**config.mk**
```make
export PLATFORM = sky130hd
export DESIGN_NAME = sobel_scan_sequencer
export DESIGN_NICKNAME = d
export VERILOG_FILES = /design/src/rtl/sobel_seq_pkg.sv /design/src/rtl/raster_counter.sv /design/src/rtl/sobel_scan_sequencer.sv
export SDC_FILE = /design/constraint.sdc
export NUM_CORES = 1
export LEC_CHECK = 0
export ABC_AREA = 0
export ABC_CLOCK_PERIOD_IN_PS = 3100
export CORE_ASPECT_RATIO = 0.5
export CORE_UTILIZATION = 52
export DETAILED_ROUTE_END_ITERATION = 10
export HOLD_SLACK_MARGIN = 0.02
export PLACE_DENSITY_LB_ADDON = 0.1
export SLEW_MARGIN = 20
export SYNTH_ARGS = -nofsm -noshare
export SYNTH_HDL_FRONTEND = slang
export SYNTH_SLANG_ARGS = --single-unit
```
**constraint.sdc**
```tcl
create_clock -name clock -period 3.1 [get_ports clock]
set_clock_uncertainty 0.15 [all_clocks]
set_input_delay 0.62 -clock clock [delete_from_list [all_inputs] [get_ports clock]]
set_output_delay 0.62 -clock clock [all_outputs]
set_load 0.1 [all_outputs]
```
**src/rtl/sobel_seq_pkg.sv**
```systemverilog
// sobel_seq_pkg: shared types and constants for the Sobel raster-scan sequencer.
//   seq_state_t      - sequencer FSM states
//   MIN_DIM          - smallest legal frame width/height
//   DEFAULT_PIPE_LAT - default core latency from win_shift beat to pixel_out
package sobel_seq_pkg;

  typedef enum logic [2:0] {
    IDLE,
    FILL,
    RUN,
    DRAIN,
    FLUSH
  } seq_state_t;

  localparam int unsigned MIN_DIM          = 3;
  localparam int unsigned DEFAULT_PIPE_LAT = 2;

endpackage

```
**src/rtl/raster_counter.sv**
```systemverilog
// raster_counter: column/row position counter with raster wrap.
//   clock, reset       - rising-edge clock, asynchronous active-high reset
//   clear              - synchronous return to (0,0); wins over en
//   en                 - advance one position
//   last_col_idx       - W-1; col wraps to 0 here and row advances
//   last_row_idx       - H-1; row wraps to 0 when the last column wraps here
//   col, row           - current position
//   last_col, last_row - position sits on the last column / last row
module raster_counter #(
  parameter int unsigned COL_BITS = 11,
  parameter int unsigned ROW_BITS = 11
) (
  input  logic                clock,
  input  logic                reset,
  input  logic                clear,
  input  logic                en,
  input  logic [COL_BITS-1:0] last_col_idx,
  input  logic [ROW_BITS-1:0] last_row_idx,
  output logic [COL_BITS-1:0] col,
  output logic [ROW_BITS-1:0] row,
  output logic                last_col,
  output logic                last_row
);

  logic [COL_BITS-1:0] col_q, col_d;
  logic [ROW_BITS-1:0] row_q, row_d;

  assign col      = col_q;
  assign row      = row_q;
  assign last_col = (col_q == last_col_idx);
  assign last_row = (row_q == last_row_idx);

  always_comb begin
    col_d = col_q;
    row_d = row_q;
    if (clear) begin
      col_d = '0;
      row_d = '0;
    end else if (en) begin
      if (last_col) begin
        col_d = '0;
        row_d = last_row ? '0 : row_q + ROW_BITS'(1);
      end else begin
        col_d = col_q + COL_BITS'(1);
      end
    end
  end

  always_ff @(posedge clock or posedge reset) begin
    if (reset) begin
      col_q <= '0;
      row_q <= '0;
    end else begin
      col_q <= col_d;
      row_q <= row_d;
    end
  end

endmodule

```
**src/rtl/sobel_scan_sequencer.sv**
```systemverilog
// sobel_scan_sequencer: raster-scan controller for the Sobel gradient core.
// Accepts one frame from a valid/ready source, drives the window shift enable,
// tracks the window centre and delays valid/edge flags to match the core.
//   clock, reset          - rising-edge clock, asynchronous active-high reset
//   start                 - begin a frame (sampled in IDLE only)
//   cfg_width, cfg_height - frame size, latched on an accepted start
//   in_valid / in_ready   - upstream pixel handshake
//   win_shift             - shift window/line buffers this cycle
//   on_edge               - current output centre lies on the frame border
//   out_valid             - core pixel_out valid this cycle
//   busy                  - frame in progress
//   done                  - one-cycle pulse at frame end
//   cfg_err               - one-cycle pulse on a rejected start
//   frame_count           - completed-frame counter (SOBEL_SEQ_FRAME_COUNT_EN only)
module sobel_scan_sequencer
  import sobel_seq_pkg::*;
#(
  parameter int unsigned WIDTH_BITS  = 11,
  parameter int unsigned HEIGHT_BITS = 11,
  parameter int unsigned PIPE_LAT    = DEFAULT_PIPE_LAT
) (
  input  logic                   clock,
  input  logic                   reset,
  input  logic                   start,
  input  logic [WIDTH_BITS-1:0]  cfg_width,
  input  logic [HEIGHT_BITS-1:0] cfg_height,
  input  logic                   in_valid,
  output logic                   in_ready,
  output logic                   win_shift,
  output logic                   on_edge,
  output logic                   out_valid,
  output logic                   busy,
  output logic                   done,
  output logic                   cfg_err
`ifdef SOBEL_SEQ_FRAME_COUNT_EN
  ,
  output logic [15:0]            frame_count
`endif
);

  localparam int unsigned FLUSH_BITS = $clog2(PIPE_LAT + 1);

  seq_state_t             state_q, state_d;
  logic [WIDTH_BITS-1:0]  width_q, width_d;
  logic [HEIGHT_BITS-1:0] height_q, height_d;
  logic [WIDTH_BITS-1:0]  drain_q, drain_d;
  logic [FLUSH_BITS-1:0]  flush_q, flush_d;
  logic [PIPE_LAT-1:0]    vld_pipe_q, vld_pipe_d;
  logic [PIPE_LAT-1:0]    edge_pipe_q, edge_pipe_d;

  logic                   accept;
  logic                   issue;
  logic                   cnt_clear;
  logic                   cfg_ok;
  logic                   centre_edge;
  logic [WIDTH_BITS-1:0]  last_col_idx;
  logic [HEIGHT_BITS-1:0] last_row_idx;
  logic [WIDTH_BITS-1:0]  in_col, c_col;
  logic [HEIGHT_BITS-1:0] in_row, c_row;
  logic                   in_last_col, in_last_row;
  logic                   c_last_col, c_last_row;

  assign last_col_idx = width_q - WIDTH_BITS'(1);
  assign last_row_idx = height_q - HEIGHT_BITS'(1);
  assign cfg_ok       = (cfg_width >= WIDTH_BITS'(MIN_DIM)) &&
                        (cfg_height >= HEIGHT_BITS'(MIN_DIM));

  raster_counter #(
    .COL_BITS (WIDTH_BITS),
    .ROW_BITS (HEIGHT_BITS)
  ) u_in_cnt (
    .clock        (clock),
    .reset        (reset),
    .clear        (cnt_clear),
    .en           (accept),
    .last_col_idx (last_col_idx),
    .last_row_idx (last_row_idx),
    .col          (in_col),
    .row          (in_row),
    .last_col     (in_last_col),
    .last_row     (in_last_row)
  );

  raster_counter #(
    .COL_BITS (WIDTH_BITS),
    .ROW_BITS (HEIGHT_BITS)
  ) u_centre_cnt (
    .clock        (clock),
    .reset        (reset),
    .clear        (cnt_clear),
    .en           (issue),
    .last_col_idx (last_col_idx),
    .last_row_idx (last_row_idx),
    .col          (c_col),
    .row          (c_row),
    .last_col     (c_last_col),
    .last_row     (c_last_row)
  );

  assign centre_edge = (c_row == '0) || c_last_row || (c_col == '0) || c_last_col;

  always_comb begin
    state_d   = state_q;
    width_d   = width_q;
    height_d  = height_q;
    drain_d   = drain_q;
    flush_d   = flush_q;
    in_ready  = 1'b0;
    accept    = 1'b0;
    issue     = 1'b0;
    win_shift = 1'b0;
    done      = 1'b0;
    cfg_err   = 1'b0;
    cnt_clear = 1'b0;
    busy      = (state_q != IDLE);

    case (state_q)
      IDLE: begin
        if (start) begin
          if (cfg_ok) begin
            width_d   = cfg_width;
            height_d  = cfg_height;
            cnt_clear = 1'b1;
            state_d   = FILL;
          end else begin
            cfg_err = 1'b1;
          end
        end
      end

      FILL: begin
        in_ready  = 1'b1;
        accept    = in_valid;
        win_shift = accept;
        // The input counter doubles as the fill counter: accept index W
        // (the W+1th) is the one taken at position (row 1, col 0).
        if (accept && (in_row == HEIGHT_BITS'(1)) && (in_col == '0)) begin
          state_d = RUN;
        end
      end

      RUN: begin
        in_ready  = 1'b1;
        accept    = in_valid;
        win_shift = accept;
        issue     = accept;
        if (accept && in_last_col && in_last_row) begin
          drain_d = '0;
          state_d = DRAIN;
        end
      end

      DRAIN: begin
        win_shift = 1'b1;
        issue     = 1'b1;
        if (drain_q == width_q) begin
          flush_d = '0;
          state_d = FLUSH;
        end else begin
          drain_d = drain_q + WIDTH_BITS'(1);
        end
      end

      FLUSH: begin
        if (flush_q == FLUSH_BITS'(PIPE_LAT)) begin
          done    = 1'b1;
          busy    = 1'b0;
          state_d = IDLE;
        end else begin
          flush_d = flush_q + FLUSH_BITS'(1);
        end
      end

      default: state_d = IDLE;
    endcase
  end

  always_comb begin
    vld_pipe_d     = vld_pipe_q;
    edge_pipe_d    = edge_pipe_q;
    vld_pipe_d[0]  = issue;
    edge_pipe_d[0] = issue && centre_edge;
    for (int unsigned i = 1; i < PIPE_LAT; i++) begin
      vld_pipe_d[i]  = vld_pipe_q[i-1];
      edge_pipe_d[i] = edge_pipe_q[i-1];
    end
  end

  assign out_valid = vld_pipe_q[PIPE_LAT-1];
  assign on_edge   = edge_pipe_q[PIPE_LAT-1];

  always_ff @(posedge clock or posedge reset) begin
    if (reset) begin
      state_q     <= IDLE;
      width_q     <= '0;
      height_q    <= '0;
      drain_q     <= '0;
      flush_q     <= '0;
      vld_pipe_q  <= '0;
      edge_pipe_q <= '0;
    end else begin
      state_q     <= state_d;
      width_q     <= width_d;
      height_q    <= height_d;
      drain_q     <= drain_d;
      flush_q     <= flush_d;
      vld_pipe_q  <= vld_pipe_d;
      edge_pipe_q <= edge_pipe_d;
    end
  end

`ifdef SOBEL_SEQ_FRAME_COUNT_EN
  logic [15:0] frame_count_q, frame_count_d;

  always_comb begin
    frame_count_d = frame_count_q;
    if (done) begin
      frame_count_d = frame_count_q + 16'd1;
    end
  end

  always_ff @(posedge clock or posedge reset) begin
    if (reset) begin
      frame_count_q <= '0;
    end else begin
      frame_count_q <= frame_count_d;
    end
  end

  assign frame_count = frame_count_q;
`endif

endmodule

```
==> results.json <==
{
  "run_status": "complete, no violations",
  "ys_async_sr_fraction_pct": 100,
  "vias_in_the_first_global_route": 5065,
  "avgViaCountPerCell": 5.94,
  "finalSetupViolCount": 0,
  "synth.top_cells.by_area": "sky130_fd_sc_hd__dfrtp_1 36%, sky130_fd_sc_hd__nand2_1 6.8%, sky130_fd_sc_hd__xnor2_1 6.6%",
  "total_power_w": 0.00652,
  "clk_root_buffer_cell": "sky130_fd_sc_hd__clkbuf_16",
  "start_util_pct": 53.9,
  "layout-drive-gt1-share_pct": 13.5,
  "hold_violations": 0,
  "synthDistinctLibCells": 59,
  "power_leakage_nw": 3.02,
  "pin_count": 33,
  "clock_insertion_delay_worst_skew_ns": 0.34,
  "avgSynthCellArea_sq_um": 8.26,
  "mappedNetlistNets": 763,
  "die_area_sq_um": 12000,
  "post-synth-top-count-cell": "sky130_fd_sc_hd__nand2_1",
  "via_count": 5447,
  "final_period_minus_worst_setup_slack_ns": 2.95,
  "synth.top_cell.area_share_pct": 36.0,
  "rows": 27,
  "globalRouteMet1Util_pct": 41.3,
  "critPathKind": "flip-flop to flip-flop",
  "cp_data_required_time_ns": 3.19,
  "grtUsageTotal_pct": 28.1,
  "slew_viol_final": 0,
  "critPathCaptureType": "flip-flop",
  "floorplan.die.width_microns": 154,
  "numClockSinks": 86,
  "synthesis.instances": 725,
  "drt_iter0_markers": 538,
  "worst_slew_pin_slew_ns": 0.552,
  "reg2reg_setup_slack_ns": 0.15,
  "synth-seq-cells": 86,
  "grt_start_max_net_pins": 42,
  "globalRouteOverflowTotal": 0,
  "reg2reg_depth": 8,
  "clock.fmax_mhz": 339,
  "rsz0062_at_grt": "false",
  "path_max_fanout": 6,
  "global_route.usage.met2_pct": 42.2,
  "io_buffer_count": 32,
  "drt_wl_total_mm": 15.6,
  "worst_hold_path_type": "flip-flop to flip-flop",
  "drt-pass1-iter-count": 5,
  "synthDominantAreaCellType": "sky130_fd_sc_hd__dfrtp_1",
  "detail-route-antenna-nets": 0,
  "insertedDiodeCount": 0,
  "clkSlewWorstSetupHoldPaths_ns": 0.07,
  "power-per-cell-area_nw_per_um2": 915,
  "cts_tree": "done",
  "remaining_drc_errors": 0,
  "vdd_drop_max_mv": 1.14,
  "synth-main-ff-cell": "sky130_fd_sc_hd__dfrtp_1",
  "drv.max_cap_violation_count": 0,
  "syn_to_final_growth_pct": 19.0,
  "core_region_area_sq_um": 11100,
  "wire_length_of_the_first_global_routing_pass_mm": 26.5,
  "wire_per_inst_microns": 17.0,
  "ys_seq_area_share_pct": 36.0,
  "dpl_worst_slack_ns": -0.0810,
  "top_usage_layer": "met2",
  "cts_bufs_inserted": 9,
  "die_height_microns": 77.9,
  "relSlewSlack_pct": 62.9,
  "setup_ws_ns": 0.154,
  "globalplace.congestion": 0.896,
  "synth_warnings": 0,
  "netlist_area_sq_um": 5990,
  "worst_setup_path_start_kind": "flip-flop",
  "clock_path_buffers": 2,
  "holdPathStages": 0,
  "globalRouteMet3Util_pct": 4.97,
  "final_nets": 805,
  "post-dp-hpwl_mm": 11.6,
  "worstPathArrival_ns": 3.03,
  "synthTopCellsByCount": "108 x sky130_fd_sc_hd__nand2_1, 86 x sky130_fd_sc_hd__dfrtp_1, 60 x sky130_fd_sc_hd__nand3_1, 45 x sky130_fd_sc_hd__xnor2_1, 42 x sky130_fd_sc_hd__clkbuf_1",
  "final.period_utilization_pct": 95.0,
  "initial_antenna_violation_count": 0,
  "htree_levels": 3,
  "synth_edf_count": 0
}
-- where the power goes --
part | switching (W) | internal [W]
clock network | 0.000480 | 0.000736
logic | 0.00198 | 0.00146
registers | 0.000437 | 0.00143
-- state kept, by name, indices dropped and copies added, names as in the netlist --
signal / cells
state_q: 3
edge_pipe_q: 2
u_centre_cnt.col: 11
drain_q: 11
vld_pipe_q: 2
u_in_cnt.col: 11
flush_q: 2
u_centre_cnt.row: 11
width_q: 11
height_q: 11
u_in_cnt.row: 11
-- logic make-up (layout without fill, tap and decap cells) --
| logic type | Yosys count | count (layout) | synth area share (%) |
|---|---|---|---|
| fa+ha+maj | 12 | 12 | 2.51 |
| simple gates | 348 | 348 | 30.2 |
| xor+xnor | 80 | 80 | 12.7 |
| buf+inv | 86 | 133 | 5.73 |
| compound gates | 108 | 108 | 12.1 |
| flops | 86 | 86 | 36.0 |
| mux | 5 | 5 | 0.857 |
-- worst max-delay path, stage by stage, from the launching register on --
cell	delay [ns]
sky130_fd_sc_hd__dfrtp_1	0.39
sky130_fd_sc_hd__or3_4	0.40
sky130_fd_sc_hd__or4_4	0.53
sky130_fd_sc_hd__a32o_1	0.23
sky130_fd_sc_hd__or4_4	0.52
sky130_fd_sc_hd__nor4b_4	0.21
sky130_fd_sc_hd__buf_4	0.18
sky130_fd_sc_hd__a21oi_1	0.05
sky130_fd_sc_hd__a31o_1	0.19
-- final cells by class --
| cell class | count | area (sq um) |
|---|---|---|
| inverters | 34 | 129 |
| fillers | 939 | 3990 |
| flip-flops and latches | 86 | 2150 |
| repair buffers | 83 | 736 |
| multi-input cells | 553 | 3600 |
| clock buffers | 10 | 239 |
| well taps | 145 | 181 |
| clock inverters | 6 | 92.6 |
-- layer usage --
layer | vias to the layer above | share of wire (%)
met3 | 25 | 5.9
met2 | 152 | 43
met5 | - | 0
met1 | 2623 | 49
li1 | 2647 | -
met4 | 0 | 1.7
-- stage by stage --
step	TNS (ns)	util [%]	std cells	hold slack, ns	area (sq um)
6_report	0	64.1	917	0.202	7130
3_3_place_gp	-0.683	60.2	898	0.183	6690
4_1_cts	0	63.4	915	0.202	7040
3_5_place_dp	-0.582	60.2	898	0.186	6690
5_1_grt	0	64.1	917	0.204	7130
2_1_floorplan	-0.144	-	725	0.181	5990
-- worst paths after layout --
check / from / to
setup / recovery: width_q[3]$_DFFE_PP0P_ / u_centre_cnt.col[9]$_DFFE_PP0P_
hold / removal: vld_pipe_q[0]$_DFF_PP0_ / vld_pipe_q[1]$_DFF_PP0_
setup reg to reg: width_q[3]$_DFFE_PP0P_ / u_centre_cnt.col[9]$_DFFE_PP0P_
hold reg to reg: vld_pipe_q[0]$_DFF_PP0_ / vld_pipe_q[1]$_DFF_PP0_
max in group asynchronous: reset / height_q[2]$_DFFE_PP0P_
min in group asynchronous: reset / flush_q[0]$_DFFE_PP0P_
-- repair_timing --
item / in CTS / in global routing
setup buffers: 1 / 2
cloned: 0 / 0
pin swaps: 0 / 2
setup endpoints to repair: 11 / 43
hold buffers: 0 / 0
resized for setup: 3 / 15
-- cell usage in the layout (no fill, tap or decap), types with 15 or more instances in the layout --
master,netlist,final
sky130_fd_sc_hd__xnor2_1,45,45
sky130_fd_sc_hd__o21ai_0,19,18
sky130_fd_sc_hd__nor3_1,29,26
sky130_fd_sc_hd__nand2_1,108,108
sky130_fd_sc_hd__nor4_1,18,15
sky130_fd_sc_hd__nand4_1,17,17
sky130_fd_sc_hd__dfrtp_1,86,86
sky130_fd_sc_hd__xor2_1,31,31
sky130_fd_sc_hd__clkdlybuf4s50_1,0,25
sky130_fd_sc_hd__inv_1,34,33
sky130_fd_sc_hd__buf_4,2,54
sky130_fd_sc_hd__nand3_1,60,59
sky130_fd_sc_hd__a21oi_1,20,20
sky130_fd_sc_hd__nor2_1,28,26
(Power assumes the default switching activity.)
